===== src/rtl/lsnn_pkg.sv =====
// Shared definitions for the spike-rate decoder: FSM states, default
// geometry and the saturating-max helper used by the counters.
package lsnn_pkg;

  typedef enum logic {
    IDLE = 1'b0,
    RUN  = 1'b1
  } state_t;

  localparam int unsigned DEF_WIN_LOG2 = 4;
  localparam int unsigned DEF_CW       = 8;

  function automatic int unsigned sat_max(input int unsigned width);
    if (width >= 32) return 32'hFFFF_FFFF;
    return (32'd1 << width) - 32'd1;
  endfunction

endpackage


===== src/rtl/lsnn_sat_counter.sv =====
// Saturating up-counter with synchronous clear; reset value is either zero
// or full scale. next_value exposes the pre-clear increment result.
module lsnn_sat_counter
  import lsnn_pkg::*;
#(
  parameter int unsigned W       = DEF_CW,
  parameter bit          RST_SAT = 1'b0
) (
  input  logic         clk,
  input  logic         rst,
  input  logic         en,
  input  logic         clr,
  output logic [W-1:0] value,
  output logic [W-1:0] next_value
);

  localparam logic [W-1:0] MAX = W'(sat_max(W));

  assign next_value = (en && (value != MAX)) ? value + W'(1) : value;

  always_ff @(posedge clk or posedge rst) begin
    if (rst)      value <= RST_SAT ? MAX : '0;
    else if (clr) value <= '0;
    else          value <= next_value;
  end

endmodule


===== src/rtl/lsnn_spike_rate_decoder.sv =====
// Windowed spike-rate / peak-threshold decoder with a one-deep result slot,
// plus an inter-spike-interval monitor that runs independently of en.
module lsnn_spike_rate_decoder
  import lsnn_pkg::*;
#(
  parameter int unsigned WIN_LOG2 = DEF_WIN_LOG2,
  parameter int unsigned CW       = DEF_CW
) (
  input  logic          clk,
  input  logic          rst_n,
  input  logic          en,
  input  logic          spike_in,
  input  logic [7:0]    thresh_in,
  input  logic          out_ready,
  output logic          out_valid,
  output logic [CW-1:0] rate_out,
  output logic [7:0]    peak_thr,
  output logic [CW-1:0] isi_out,
  output logic          isi_valid,
  output logic          overrun
);

  localparam logic [CW-1:0] ISI_MAX = CW'(sat_max(CW));

  state_t              state, state_next;
  logic                counting, terminal, slot_free;
  logic [WIN_LOG2-1:0] win;
  logic [CW-1:0]       count, count_next, isi_count, isi_next;
  logic [7:0]          peak, peak_next;
  logic                no_prior;

  always_ff @(posedge clk or posedge rst_n) begin
    if (rst_n) state <= IDLE;
    else       state <= state_next;
  end

  always_comb begin
    state_next = state;
    counting   = 1'b0;
    case (state)
      IDLE: if (en) state_next = RUN;
      RUN:  if (en) counting = 1'b1;
            else    state_next = IDLE;
      default: state_next = IDLE;
    endcase
  end

  assign terminal  = counting && (win == '1);
  assign slot_free = !out_valid || out_ready;
  assign peak_next = (thresh_in > peak) ? thresh_in : peak;

  // Clearing on terminal lets the next window start from 0 while the
  // terminal cycle's own contribution is captured via count_next.
  lsnn_sat_counter #(.W(CW), .RST_SAT(1'b0)) u_rate (
    .clk        (clk),
    .rst        (rst_n),
    .en         (counting && spike_in),
    .clr        (!counting || terminal),
    .value      (count),
    .next_value (count_next)
  );

  lsnn_sat_counter #(.W(CW), .RST_SAT(1'b1)) u_isi (
    .clk        (clk),
    .rst        (rst_n),
    .en         (1'b1),
    .clr        (spike_in),
    .value      (isi_count),
    .next_value (isi_next)
  );

  always_ff @(posedge clk or posedge rst_n) begin
    if (rst_n) begin
      win  <= '0;
      peak <= '0;
    end else if (!counting || terminal) begin
      win  <= '0;
      peak <= '0;
    end else begin
      win  <= win + WIN_LOG2'(1);
      peak <= peak_next;
    end
  end

  always_ff @(posedge clk or posedge rst_n) begin
    if (rst_n) begin
      out_valid <= 1'b0;
      rate_out  <= '0;
      peak_thr  <= '0;
      overrun   <= 1'b0;
    end else if (terminal && slot_free) begin
      out_valid <= 1'b1;
      rate_out  <= count_next;
      peak_thr  <= peak_next;
    end else begin
      if (out_valid && out_ready) out_valid <= 1'b0;
      if (terminal)               overrun   <= 1'b1;
    end
  end

  always_ff @(posedge clk or posedge rst_n) begin
    if (rst_n) begin
      isi_out   <= '0;
      isi_valid <= 1'b0;
      no_prior  <= 1'b1;
    end else begin
      isi_valid <= spike_in;
      if (spike_in) begin
        isi_out  <= no_prior ? ISI_MAX : isi_next;
        no_prior <= 1'b0;
      end
    end
  end

endmodule


===== config.mk =====
export PLATFORM = sky130hd
export DESIGN_NAME = lsnn_spike_rate_decoder
export DESIGN_NICKNAME = d
export VERILOG_FILES = /design/src/rtl/lsnn_pkg.sv /design/src/rtl/lsnn_sat_counter.sv /design/src/rtl/lsnn_spike_rate_decoder.sv
export SDC_FILE = /design/constraint.sdc
export NUM_CORES = 1
export LEC_CHECK = 0
export BUFFER_PORTS_ARGS = -buffer_cell sky130_fd_sc_hd__buf_2
export CAP_MARGIN = 5
export CORE_UTILIZATION = 45
export DETAILED_ROUTE_END_ITERATION = 12
export PLACE_DENSITY = 0.65
export SLEW_MARGIN = 25
export SYNTH_ARGS = -nofsm -noshare
export SYNTH_HDL_FRONTEND = slang
export SYNTH_SLANG_ARGS = --single-unit

===== constraint.sdc =====
create_clock -name clk -period 4.88 [get_ports clk]
set_input_delay 0.244 -clock clk [delete_from_list [all_inputs] [get_ports clk]]
set_output_delay 0.244 -clock clk [all_outputs]
set_load 0.03 [all_outputs]

==> impl_results.md, run 1 <==
- Result of the run: finished, final reports clean
- Endpoint kind of the worst setup timing path: register
- Post-placement worst setup slack: around 2700 ps
- Area of the die: about 0.0063 mm2
- Top cell type's share of synthesized area: ~44%
- Setup tns final: 0 ps
- Largest cells by area after synthesis: sky130_fd_sc_hd__dfrtp_1 44%, sky130_fd_sc_hd__dfstp_2 8.7%, sky130_fd_sc_hd__nor2_1 6.1%, sky130_fd_sc_hd__ha_1 5.1%, sky130_fd_sc_hd__a21oi_1 4.3%
- FP Rows: 27
- Number of input and output port buffers inserted: 39
- Req. time, crit path: 5050 ps
- Routed len/inst: roughly 14 um
- Largest net degree at the start of global routing: 58
- Total length of routed met2 wires: about 2.5 mm
- Longest individual stage delay on the worst path: about 470 ps
- Number of cells produced by synthesis: ~270
- Synth-to-layout area growth: 16.6%
- Width of the chip: just under 80 um
- ANT nets after route: 0
- Number of placed cells counting well taps: approximately 370
- Maxcap violations: 0
- Resized Gates After CTS: 0
- Number of buffers and inverters on the critical path: 1
- Peak clock frequency supported by timing: between 400 and 500 MHz
- Number of primary I/O pins: 40
- Initial antenna violation count: 0
- Detailed route wirelength on metal3: about 250 um
- Final min period: around 2100 ps
- Count of placed standard cells in the final layout, fillers left out: between 300 and 400
- Htree depth: 3
- Syn Nets: a little under 300
- Worst setup margin: 2740 ps
- Count of vias placed by the detailed router: 2077
- Top Family by Delay on Critical Path: simple AND/OR/NAND/NOR gates
- Synthesized cell area: about 0.0027 mm2
- Share of synthesized flip-flops with an asynchronous set or reset: 100%
- Top layer in use: met4
- Total of endpoints with negative setup slack in the final report: 0
- Sum of overflow across all layers after global routing: 0
- Total iterations of the first detailed-routing run: 4
- Global router's overall resource usage: slightly below 20%
- FF+latch count, synth: 57
- Maximum fanout along the worst path: 9
- Die Y: 79.5 um
- Number of sinks handled by clock tree synthesis: 57
- Dominant cell type by area after synthesis: sky130_fd_sc_hd__dfrtp_1
- Type of element launching the critical path: register
- Fraction of final layout cells with drive strength greater than 1: a little under a quarter
- Number of global-route vias before repair: 1996
- Deepest clock path buffer count: 2
- Total power divided by cell area: around 320 mW/mm2
- Pins over their slew limit: 0
- Clock tree from TritonCTS: done
- Post-Synthesis Mean Instance Area: between 10 and 15 um2
- Post-synthesis cell type count: 34
- Synthesis Warnings: 0
- Worst slew margin relative to its limit: a little over two fifths
- Final routed DRC violation total: 0
- Slowest stage cell on the critical path: sky130_fd_sc_hd__nor3_4
- Final clock skew: 7.12 ps
- Routed metal-1 wire length: 2.56 mm
- Final Hold Viols: 0
- Slew at the pin closest to its max-slew limit: around 840 ps
- Peak supply drop: roughly 250 uV
- Count of hold-fix buffers inserted at cts: 0
- Final Routed Wirelength: around 5.4 mm
- Part of the power in the clock network: approximately 39%
- Switching Power: 263 uW
- Worst path cell trace: inv_1 > ha_1 > nand4_4 > nor3_4 > nor2_4 > a221oi_2 > a21oi_1
- Total number of nets in the final design: around 340
- Std-Cell Core Area: 0.00564 mm2
- Lkg Pwr: 0.00146 uW
- Routability cong.: between 0.8 and 0.9
- End-of-flow core utilization: 55.9%
- Number of antenna diodes: 0
- Number of violations reported at the end of detailed-routing iteration 0: between 90 and 100
- Path class of the lowest-slack min-delay path: primary input to register
- Category of the critical setup timing path: register to register
- First-pass GRT wire length: roughly 9 mm
- Number of buffers inserted during clock tree synthesis: 9
- Fraction of the cycle the final worst path needs: a little over two fifths
- Internal power component: 733 uW
- Starting density of the core: 47.9%
- Net switching fraction of the power: 26.4%
- Sequential-to-total area share from yosys stat: a little over half
- Sequential cell fraction of total power: 49.9%
- Setup repair after global routing missed its margin: no
- Combinational share of power: a little over a tenth
- Average via count per standard cell: ~5.4
- Number of buffers added for setup after CTS: 0
- Count of flip-flops with a built-in enable after synthesis: 0
- Clock Root Buffer: sky130_fd_sc_hd__clkbuf_8
- Post-DP HPWL: roughly 3.6 mm
- Clock Pin Slew Worst Setup and Hold Paths: about 60 ps
- Clk_lat worst skew: ~330 ps
- Predominant post-synthesis flop cell: sky130_fd_sc_hd__dfrtp_1
- Data arrival, critical path: approximately 2300 ps
[state kept, by name, summed over array words and instances, names as in the netlist]
name / count
no_prior: 1
peak_thr: 8
overrun: 1
win: 4
u_rate.value: 8
u_isi.value: 8
state: 1
peak: 8
isi_out: 8
isi_valid: 1
rate_out: 8
out_valid: 1
[per-stage QoR]
| step | cell area, um2 | power (uW) | hold slack, ps |
|---|---|---|---|
| after floorplan | 2700 | 581 | 275 |
| after CTS | 3150 | 1010 | 53.6 |
| after global placement | 2980 | 611 | 400 |
| final | 3150 | 996 | 65.5 |
| after detailed placement | 2980 | 612 | 409 |
| after global routing | 3150 | 1040 | 50.1 |
[metal layers]
layer,up-vias,track usage [%]
li1,1037,-
met1,992,23.6
met2,44,31.9
met3,4,7.09
met4,0,6.55
met5,-,0
[worst paths after layout]
kind / startpoint / endpoint / slack [ps] / cells after the start
hold / removal: en / state / 70 / 1
max in group asynchronous: rst_n / rate_out[4] / 4330 / 3
min in group asynchronous: rst_n / isi_out[5] / 100 / 3
setup reg to reg: peak[5] / peak[5] / 2740 / 7
hold reg to reg: overrun / overrun / 460 / 1
setup / recovery: peak[5] / peak[5] / 2740 / 7
[synth_stat cells (2+ instances only)]
master                     count
sky130_fd_sc_hd__nand3_1       9
sky130_fd_sc_hd__inv_1        12
sky130_fd_sc_hd__nand2b_1      6
sky130_fd_sc_hd__a221oi_2      3
sky130_fd_sc_hd__clkbuf_1      6
sky130_fd_sc_hd__nand4_1       2
sky130_fd_sc_hd__ha_1         11
sky130_fd_sc_hd__o21ai_0      10
sky130_fd_sc_hd__dfrtp_1      48
sky130_fd_sc_hd__a32oi_1      13
sky130_fd_sc_hd__nor2_1       44
sky130_fd_sc_hd__and3_2        3
sky130_fd_sc_hd__nor2b_1       3
sky130_fd_sc_hd__and3_1        4
sky130_fd_sc_hd__nand2_1      21
sky130_fd_sc_hd__nor3_1        4
sky130_fd_sc_hd__a21oi_1      23
sky130_fd_sc_hd__xnor2_1       4
sky130_fd_sc_hd__xor2_1        3
sky130_fd_sc_hd__a31oi_1       8
sky130_fd_sc_hd__dfstp_2       9
sky130_fd_sc_hd__mux2i_1       9
[final cells by class]
cell class,count,area (um2)
clock buffers,14,163
clock inverters,2,12.5
fillers,509,2490
inverters,12,45.0
multi-input cells,190,1190
flip-flops and latches,57,1440
well taps,72,90.1
repair buffers,41,210
[power groups by stage]
| stage | Clock, uW | Combinational, uW | Sequential (uW) |
|---|---|---|---|
| detailed placement | 0 | 107 | 505 |
| floorplan | 0 | 64.2 | 517 |
| global placement | 0 | 107 | 504 |
| CTS | 406 | 107 | 497 |
| finish | 393 | 106 | 497 |
| global route | 424 | 120 | 498 |
[cell usage in the layout, fill, tap and decap left out, types with 2 or more instances in the layout]
cell type	n
sky130_fd_sc_hd__nor3_1	3
sky130_fd_sc_hd__dfrtp_1	48
sky130_fd_sc_hd__and3_1	4
sky130_fd_sc_hd__clkbuf_1	3
sky130_fd_sc_hd__clkbuf_8	11
sky130_fd_sc_hd__nand3_1	9
sky130_fd_sc_hd__nand2_1	21
sky130_fd_sc_hd__mux2i_1	9
sky130_fd_sc_hd__xnor2_1	4
sky130_fd_sc_hd__nor2_1	44
sky130_fd_sc_hd__buf_2	39
sky130_fd_sc_hd__nand4_1	2
sky130_fd_sc_hd__a221oi_2	3
sky130_fd_sc_hd__inv_1	11
sky130_fd_sc_hd__o21ai_0	10
sky130_fd_sc_hd__a21oi_1	23
sky130_fd_sc_hd__dfstp_2	9
sky130_fd_sc_hd__a31oi_1	8
sky130_fd_sc_hd__buf_4	2
sky130_fd_sc_hd__and3_2	3
sky130_fd_sc_hd__xor2_1	3
sky130_fd_sc_hd__ha_1	11
sky130_fd_sc_hd__a32oi_1	13
sky130_fd_sc_hd__nor2b_1	3
sky130_fd_sc_hd__nand2b_1	6
[kinds of logic after synthesis]
logic type	after synthesis	share of synthesized area, %
and+or+nand+nor	100	17.8
adders and majority gates	11	5.09
muxes	9	3.33
buffers and inverters	20	2.82
AOI/OAI and AO/OA	63	15.5
DFF	57	53.2
xor gates and xnor gates	7	2.27
[worst register-to-register path, cell delays in order, from the launching register on]
cell	delay (ps)
sky130_fd_sc_hd__dfrtp_1	390
sky130_fd_sc_hd__inv_1	60
sky130_fd_sc_hd__ha_1	330
sky130_fd_sc_hd__nand4_4	160
sky130_fd_sc_hd__nor3_4	470
sky130_fd_sc_hd__nor2_4	150
sky130_fd_sc_hd__a221oi_2	330
sky130_fd_sc_hd__a21oi_1	100
Power figures use the tool's default switching activity.
==> inputs of run 2 (changes only) <==
clock period = 2 ns   (was 4.88 ns; I/O delays follow)
==> impl_results.md, run 2 (synthesis results as in run 1) <==
- Worst path cell trace: inv_1 > ha_1 > nand4_4 > a41oi_2 > buf_4 > a32oi_1 > a31oi_1 (was inv_1 > ha_1 > nand4_4 > nor3_4 > nor2_4 > a221oi_2 > a21oi_1)
- Number of input and output port buffers inserted: 39 (unchanged)
- Req. time, crit path: 2240 ps (was 5050 ps)
- Final Routed Wirelength: 5.56 mm (was 5.38 mm)
- Maximum fanout along the worst path: 6 (was 9)
- Data arrival, critical path: 2080 ps (was 2310 ps)
- ANT nets after route: 0 (unchanged)
- Pins over their slew limit: 0 (unchanged)
- Total power divided by cell area: 765 mW/mm2 (was 316 mW/mm2)
- Switching Power: 668 uW (was 263 uW)
- Final clock skew: 10.3 ps (was 7.12 ps)
- FP Rows: 27 (unchanged)
- Top library cells by usage in the layout, fill and taps aside: 48 x sky130_fd_sc_hd__dfrtp_1, 44 x sky130_fd_sc_hd__nor2_1, 39 x sky130_fd_sc_hd__buf_2 (unchanged)
- Slew at the pin closest to its max-slew limit: 564 ps (was 841 ps)
- Instance area at placement: 0.00305 mm2 (was 0.00298 mm2)
- Starting density of the core: 47.9% (unchanged)
- Std-Cell Core Area: 0.00564 mm2 (unchanged)
- Category of the critical setup timing path: register to register (unchanged)
- Routed len/inst: 14.0 um (was 13.9 um)
- Synth-to-layout area growth: 21.3% (was 16.6%)
- Final routed DRC violation total: 0 (unchanged)
- Number of buffers inserted during clock tree synthesis: 9 (unchanged)
- Total iterations of the first detailed-routing run: 4 (unchanged)
- Slowest stage cell on the critical path: sky130_fd_sc_hd__dfrtp_1 (was sky130_fd_sc_hd__nor3_4)
- Largest net degree at the start of global routing: 25 (was 58)
- Clock Root Buffer: sky130_fd_sc_hd__clkbuf_8 (unchanged)
- Peak supply drop: 334 uV (was 252 uV)
- Type of element launching the critical path: register (unchanged)
- Number of primary I/O pins: 40 (unchanged)
- Setup tns final: 0 ps (unchanged)
- Endpoint kind of the worst setup timing path: register (unchanged)
- Peak clock frequency supported by timing: 544 MHz (was 468 MHz)
- Worst slew margin relative to its limit: 62.3% (was 43.8%)
- Number of antenna diodes: 0 (unchanged)
- Internal power component: 1840 uW (was 733 uW)
- Most common cell after layout, fill and taps aside: sky130_fd_sc_hd__dfrtp_1 (unchanged)
- Die Y: 79.5 um (unchanged)
- First-pass GRT wire length: 9.86 mm (was 9.25 mm)
- Path class of the lowest-slack min-delay path: primary input to register (unchanged)
- Post-DP HPWL: 3.88 mm (was 3.60 mm)
- Total area of multi-input combinational cells: 0.00122 mm2 (was 0.00119 mm2)
- Average via count per standard cell: 5.32 (was 5.35)
- Global router's overall resource usage: 20.9% (was 19.5%)
- Fraction of final layout cells with drive strength greater than 1: 27.6% (was 23.7%)
- Combinational share of power: 11.5% (was 10.7%)
- Routability cong.: 0.869 (was 0.860)
- Total number of nets in the final design: 345 (was 335)
- Result of the run: finished, final reports clean (unchanged)
- Number of sinks handled by clock tree synthesis: 57 (unchanged)
- Clock tree from TritonCTS: done (unchanged)
- Lkg Pwr: 0.00152 uW (was 0.00146 uW)
- Setup repair after global routing missed its margin: no (unchanged)
- Initial antenna violation count: 0 (unchanged)
- Width of the chip: 79.5 um (unchanged)
- Number of global-route vias before repair: 2115 (was 1996)
- Count of vias placed by the detailed router: 2116 (was 2077)
- Total of endpoints with negative setup slack in the final report: 0 (unchanged)
- Maxcap violations: 0 (unchanged)
- Final min period: 1840 ps (was 2140 ps)
- Htree depth: 3 (unchanged)
- Number of buffers added for setup after CTS: 0 (unchanged)
- Area of the die: 0.00632 mm2 (unchanged)
- Number of fillers in the final layout: 518 (was 509)
- Number of violations reported at the end of detailed-routing iteration 0: 66 (was 96)
- Fraction of the cycle the final worst path needs: 92.0% (was 43.8%)
- Clk_lat worst skew: 330 ps (about the same)
- Deepest clock path buffer count: 2 (unchanged)
- Net switching fraction of the power: 26.6% (was 26.4%)
- Final Hold Viols: 0 (unchanged)
- Longest individual stage delay on the worst path: 390 ps (was 470 ps)
- Sum of overflow across all layers after global routing: 0 (unchanged)
- Storage cell area: 0.00144 mm2 (unchanged)
- Clock Pin Slew Worst Setup and Hold Paths: 70 ps (was 60 ps)
- Final Power: 2510 uW (was 996 uW)
- Summed area of non-filler cells in the final layout: 0.00328 mm2 (was 0.00315 mm2)
- Hold slack: 108 ps (was 65.5 ps)
- Part of the power in the clock network: 40.2% (was 39.4%)
- Sequential cell fraction of total power: 48.3% (was 49.9%)
## run 2: path summary, 6_finish.rpt
check / startpoint / end / slack (ps) / cells after the start
worst max-delay path: peak[5] / peak_thr[1] / 160 / 7
max in group asynchronous: rst_n / no_prior / 1000 / 4
worst min-delay path: out_ready / overrun / 110 / 3
worst max register to register: peak[5] / peak_thr[1] / 160 / 7
worst min register to register: overrun / overrun / 460 / 1
min in group asynchronous: rst_n / isi_out[0] / 350 / 3
## run 2: through the flow
stage,util (%),setup slack (ps),std cells
2_1_floorplan,-,125,267
3_3_place_gp,54.1,71.8,380
3_5_place_dp,54.1,34.8,380
4_1_cts,57.7,25.9,398
5_1_grt,58.1,4.50,398
6_report,58.1,161,398
## run 2: layout make-up
type | count | area share (%)
clock buffer | 14 | 5.27
clock inverter | 2 | 0.382
inverter | 12 | 1.37
multi-input combinational | 190 | 37.2
sequential | 57 | 43.8
tap | 72 | 2.75
timing repair buffer | 51 | 9.23
## run 2: power groups by stage
stage | combinational [uW] | sequential, uW | clock, uW
finish | 290 | 1210 | 1010
global route | 326 | 1220 | 1100
CTS | 284 | 1210 | 1030
detailed placement | 280 | 1230 | 0
global placement | 277 | 1230 | 0
floorplan | 157 | 1260 | 0
## run 2: what timing repair did
item / CTS / global route
gates resized for setup: 0 / 6
hold buffers: 2 / 0
setup endpoints to repair: 0 / 16
endpoints found under the hold margin: 19 / 0
## run 2: per-layer routing
| metal | GRT usage (%) | up-vias | part of all wire (%) |
|---|---|---|---|
| met5 | 0 | - | 0 |
| met4 | 7.09 | 0 | 1.2 |
| met3 | 8.00 | 5 | 3.2 |
| met2 | 32.0 | 40 | 47 |
| met1 | 26.9 | 1013 | 49 |
| li1 | - | 1058 | - |
## run 2: worst max-delay path, delay by kind of cell (launching register included)
kind | cells | cell delay [ps]
AND/OR/NAND/NOR | 1 | 160
AO/OA/AOI/OAI | 3 | 620
buffers and inverters | 2 | 250
adder cells (fa/ha/maj) | 1 | 330
flip-flops | 1 | 390
==> inputs of run 3 (changes only) <==
ABC_CLOCK_PERIOD_IN_PS = 1700   (was default)
REMOVE_ABC_BUFFERS = 1   (was default)
clock period = 1.7 ns   (was 2 ns; I/O delays follow)
==> impl_results.md, run 3 (synthesis results as in run 1) <==
- Hold slack: 97.8 ps (was 108 ps)
- Top library cells by usage in the layout, fill and taps aside: 48 x sky130_fd_sc_hd__dfrtp_1, 43 x sky130_fd_sc_hd__nor2_1, 39 x sky130_fd_sc_hd__buf_2 (was 48 x sky130_fd_sc_hd__dfrtp_1, 44 x sky130_fd_sc_hd__nor2_1, 39 x sky130_fd_sc_hd__buf_2)
- Number of violations reported at the end of detailed-routing iteration 0: 65 (was 66)
- Clk_lat worst skew: 330 ps (about the same)
- Sum of overflow across all layers after global routing: 0 (unchanged)
- FP Rows: 27 (unchanged)
- Initial antenna violation count: 0 (unchanged)
- Final min period: 1780 ps (was 1840 ps)
- Peak clock frequency supported by timing: 561 MHz (was 544 MHz)
- Routability cong.: 0.851 (was 0.869)
- Hold wc startpoint: thresh_in[0] (was out_ready)
- Category of the critical setup timing path: register to register (unchanged)
- Deepest clock path buffer count: 2 (unchanged)
- Std-Cell Core Area: 0.00564 mm2 (unchanged)
- Top Family by Delay on Critical Path: compound AO/OA/AOI/OAI gates (unchanged)
- Cells on worst reg2reg path: 8 (was 7)
- Worst path cell trace: inv_2 > ha_4 > buf_4 > a21oi_4 > nand2b_1 > buf_4 > a32oi_1 > a31oi_1 (was inv_1 > ha_1 > nand4_4 > a41oi_2 > buf_4 > a32oi_1 > a31oi_1)
- Number of input and output port buffers inserted: 39 (unchanged)
- Fraction of the cycle the final worst path needs: 105% (was 92.0%)
- Number of global-route vias before repair: 2204 (was 2115)
- Global router's overall resource usage: 20.5% (was 20.9%)
- Worst setup margin: -81.3 ps (was 161 ps)
- Critical path depth in cells: 8 (was 7)
- Total power divided by cell area: 864 mW/mm2 (was 765 mW/mm2)
- Data arrival, critical path: 1990 ps (was 2080 ps)
- Setup tns final: -728 ps (was 0 ps)
- WHS Path Cells: 3 (unchanged)
- Routed len/inst: 14.7 um (was 14.0 um)
- Number of sinks handled by clock tree synthesis: 57 (unchanged)
- Origin of the worst setup path: peak[3] (was peak[5])
- Total of endpoints with negative setup slack in the final report: 16 (was 0)
- Average via count per standard cell: 5.30 (was 5.32)
- Clock Root Buffer: sky130_fd_sc_hd__clkbuf_8 (unchanged)
- Area of the die: 0.00632 mm2 (unchanged)
- Slew at the pin closest to its max-slew limit: 494 ps (was 564 ps)
- Htree depth: 3 (unchanged)
- Maximum fanout along the worst path: 4 (was 6)
- Lkg Pwr: 0.00166 uW (was 0.00152 uW)
- Number of primary I/O pins: 40 (unchanged)
- Clock Pin Slew Worst Setup and Hold Paths: 60 ps (was 70 ps)
- Clock tree from TritonCTS: done (unchanged)
- Largest net degree at the start of global routing: 26 (was 25)
- Pins over their slew limit: 0 (unchanged)
- Peak supply drop: 521 uV (was 334 uV)
- Final routed DRC violation total: 0 (unchanged)
- Die Y: 79.5 um (unchanged)
- Path class of the lowest-slack min-delay path: primary input to register (unchanged)
- Longest individual stage delay on the worst path: 390 ps (about the same)
- Number of buffers inserted during clock tree synthesis: 9 (unchanged)
- Count of vias placed by the detailed router: 2228 (was 2116)
- Worst R2R Start: peak[3] (was peak[5])
- Type of element launching the critical path: register (unchanged)
- Post-DP HPWL: 4.06 mm (was 3.88 mm)
- ANT nets after route: 0 (unchanged)
- Total iterations of the first detailed-routing run: 4 (unchanged)
- Starting density of the core: 47.9% (unchanged)
- Setup repair after global routing missed its margin: yes (was no)
- Synth-to-layout area growth: 33.2% (was 21.3%)
- Number of antenna diodes: 0 (unchanged)
- Req. time, crit path: 1910 ps (was 2240 ps)
- Most repeated library cell on the critical path: sky130_fd_sc_hd__buf_4
- Result of the run: complete, but fails checks (was finished, final reports clean)
- Final Hold Viols: 0 (unchanged)
- Total number of nets in the final design: 367 (was 345)
- Final Routed Wirelength: 6.18 mm (was 5.56 mm)
- End-of-flow core utilization: 63.9% (was 58.1%)
- Slowest stage cell on the critical path: sky130_fd_sc_hd__dfrtp_1 (unchanged)
- Number of buffers and inverters on the critical path: 3 (was 2)
- Width of the chip: 79.5 um (unchanged)
- First-pass GRT wire length: 9.75 mm (was 9.86 mm)
- Most common cell after layout, fill and taps aside: sky130_fd_sc_hd__dfrtp_1 (unchanged)
- Fraction of final layout cells with drive strength greater than 1: 37.4% (was 27.6%)
- Endpoint kind of the worst setup timing path: register (unchanged)
- Worst slew margin relative to its limit: 67.0% (was 62.3%)
- Violations in the final reports: negative setup slack
- Maxcap violations: 0 (unchanged)
- Final clock skew: 5.27 ps (was 10.3 ps)
==> run 3: worst min-delay path, stage by stage <==
cell and delay, ps:
sky130_fd_sc_hd__buf_2 110, sky130_fd_sc_hd__a32oi_1 70, sky130_fd_sc_hd__a21oi_1 120
==> run 3: per-layer routing <==
layer	track usage, %	part of all wire [%]	routed length (um)	up-vias
met5	0	0	0	-
met4	10.0	1.8	114	0
met3	4.34	2.8	176	10
met2	34.1	49	3020	37
met1	25.0	46	2870	1077
li1	-	-	-	1104
==> run 3: worst paths after layout <==
check | endpoint | slack (ps)
max reg2reg | peak_thr[6] | -80
max in group asynchronous | u_isi.value[5] | 800
min | peak[0] | 100
min reg2reg | win[0] | 460
min in group asynchronous | peak_thr[7] | 320
max | peak_thr[6] | -80
==> run 3: timing repair <==
item	CTS	global route
buffers inserted	2	3
gates resized for setup	12	16
pin swaps	10	20
hold endpoints to repair	20	0
hold buffers	2	0
setup endpoints to repair	16	24
gates cloned	0	0
==> run 3: area by class of cell <==
cell class,instances,area [um2]
clock buffer,13,149
clock inverter,3,40.0
timing repair buffer,73,480
multi-input combinational,190,1360
inverter,12,45.0
tap,72,90.1
fill,470,2040
sequential,57,1440
==> run 3: report_power, final <==
part           total (uW)  internal, uW  switching [uW]  leakage [uW]
Clock                1240           714             527     0.0000974
Sequential           1420          1400            22.9      0.000740
Combinational         450           186             264      0.000819
==> run 3: metrics by stage <==
step | worst slack, ps | total power, uW | cell area (um2) | std cells
2_1_floorplan | -382 | 1660 | 2670 | 259
3_3_place_gp | -127 | 1810 | 3190 | 397
3_5_place_dp | -183 | 1810 | 3190 | 397
4_1_cts | -16.5 | 3100 | 3500 | 417
5_1_grt | -179 | 3230 | 3600 | 420
6_report | -81.3 | 3110 | 3600 | 420
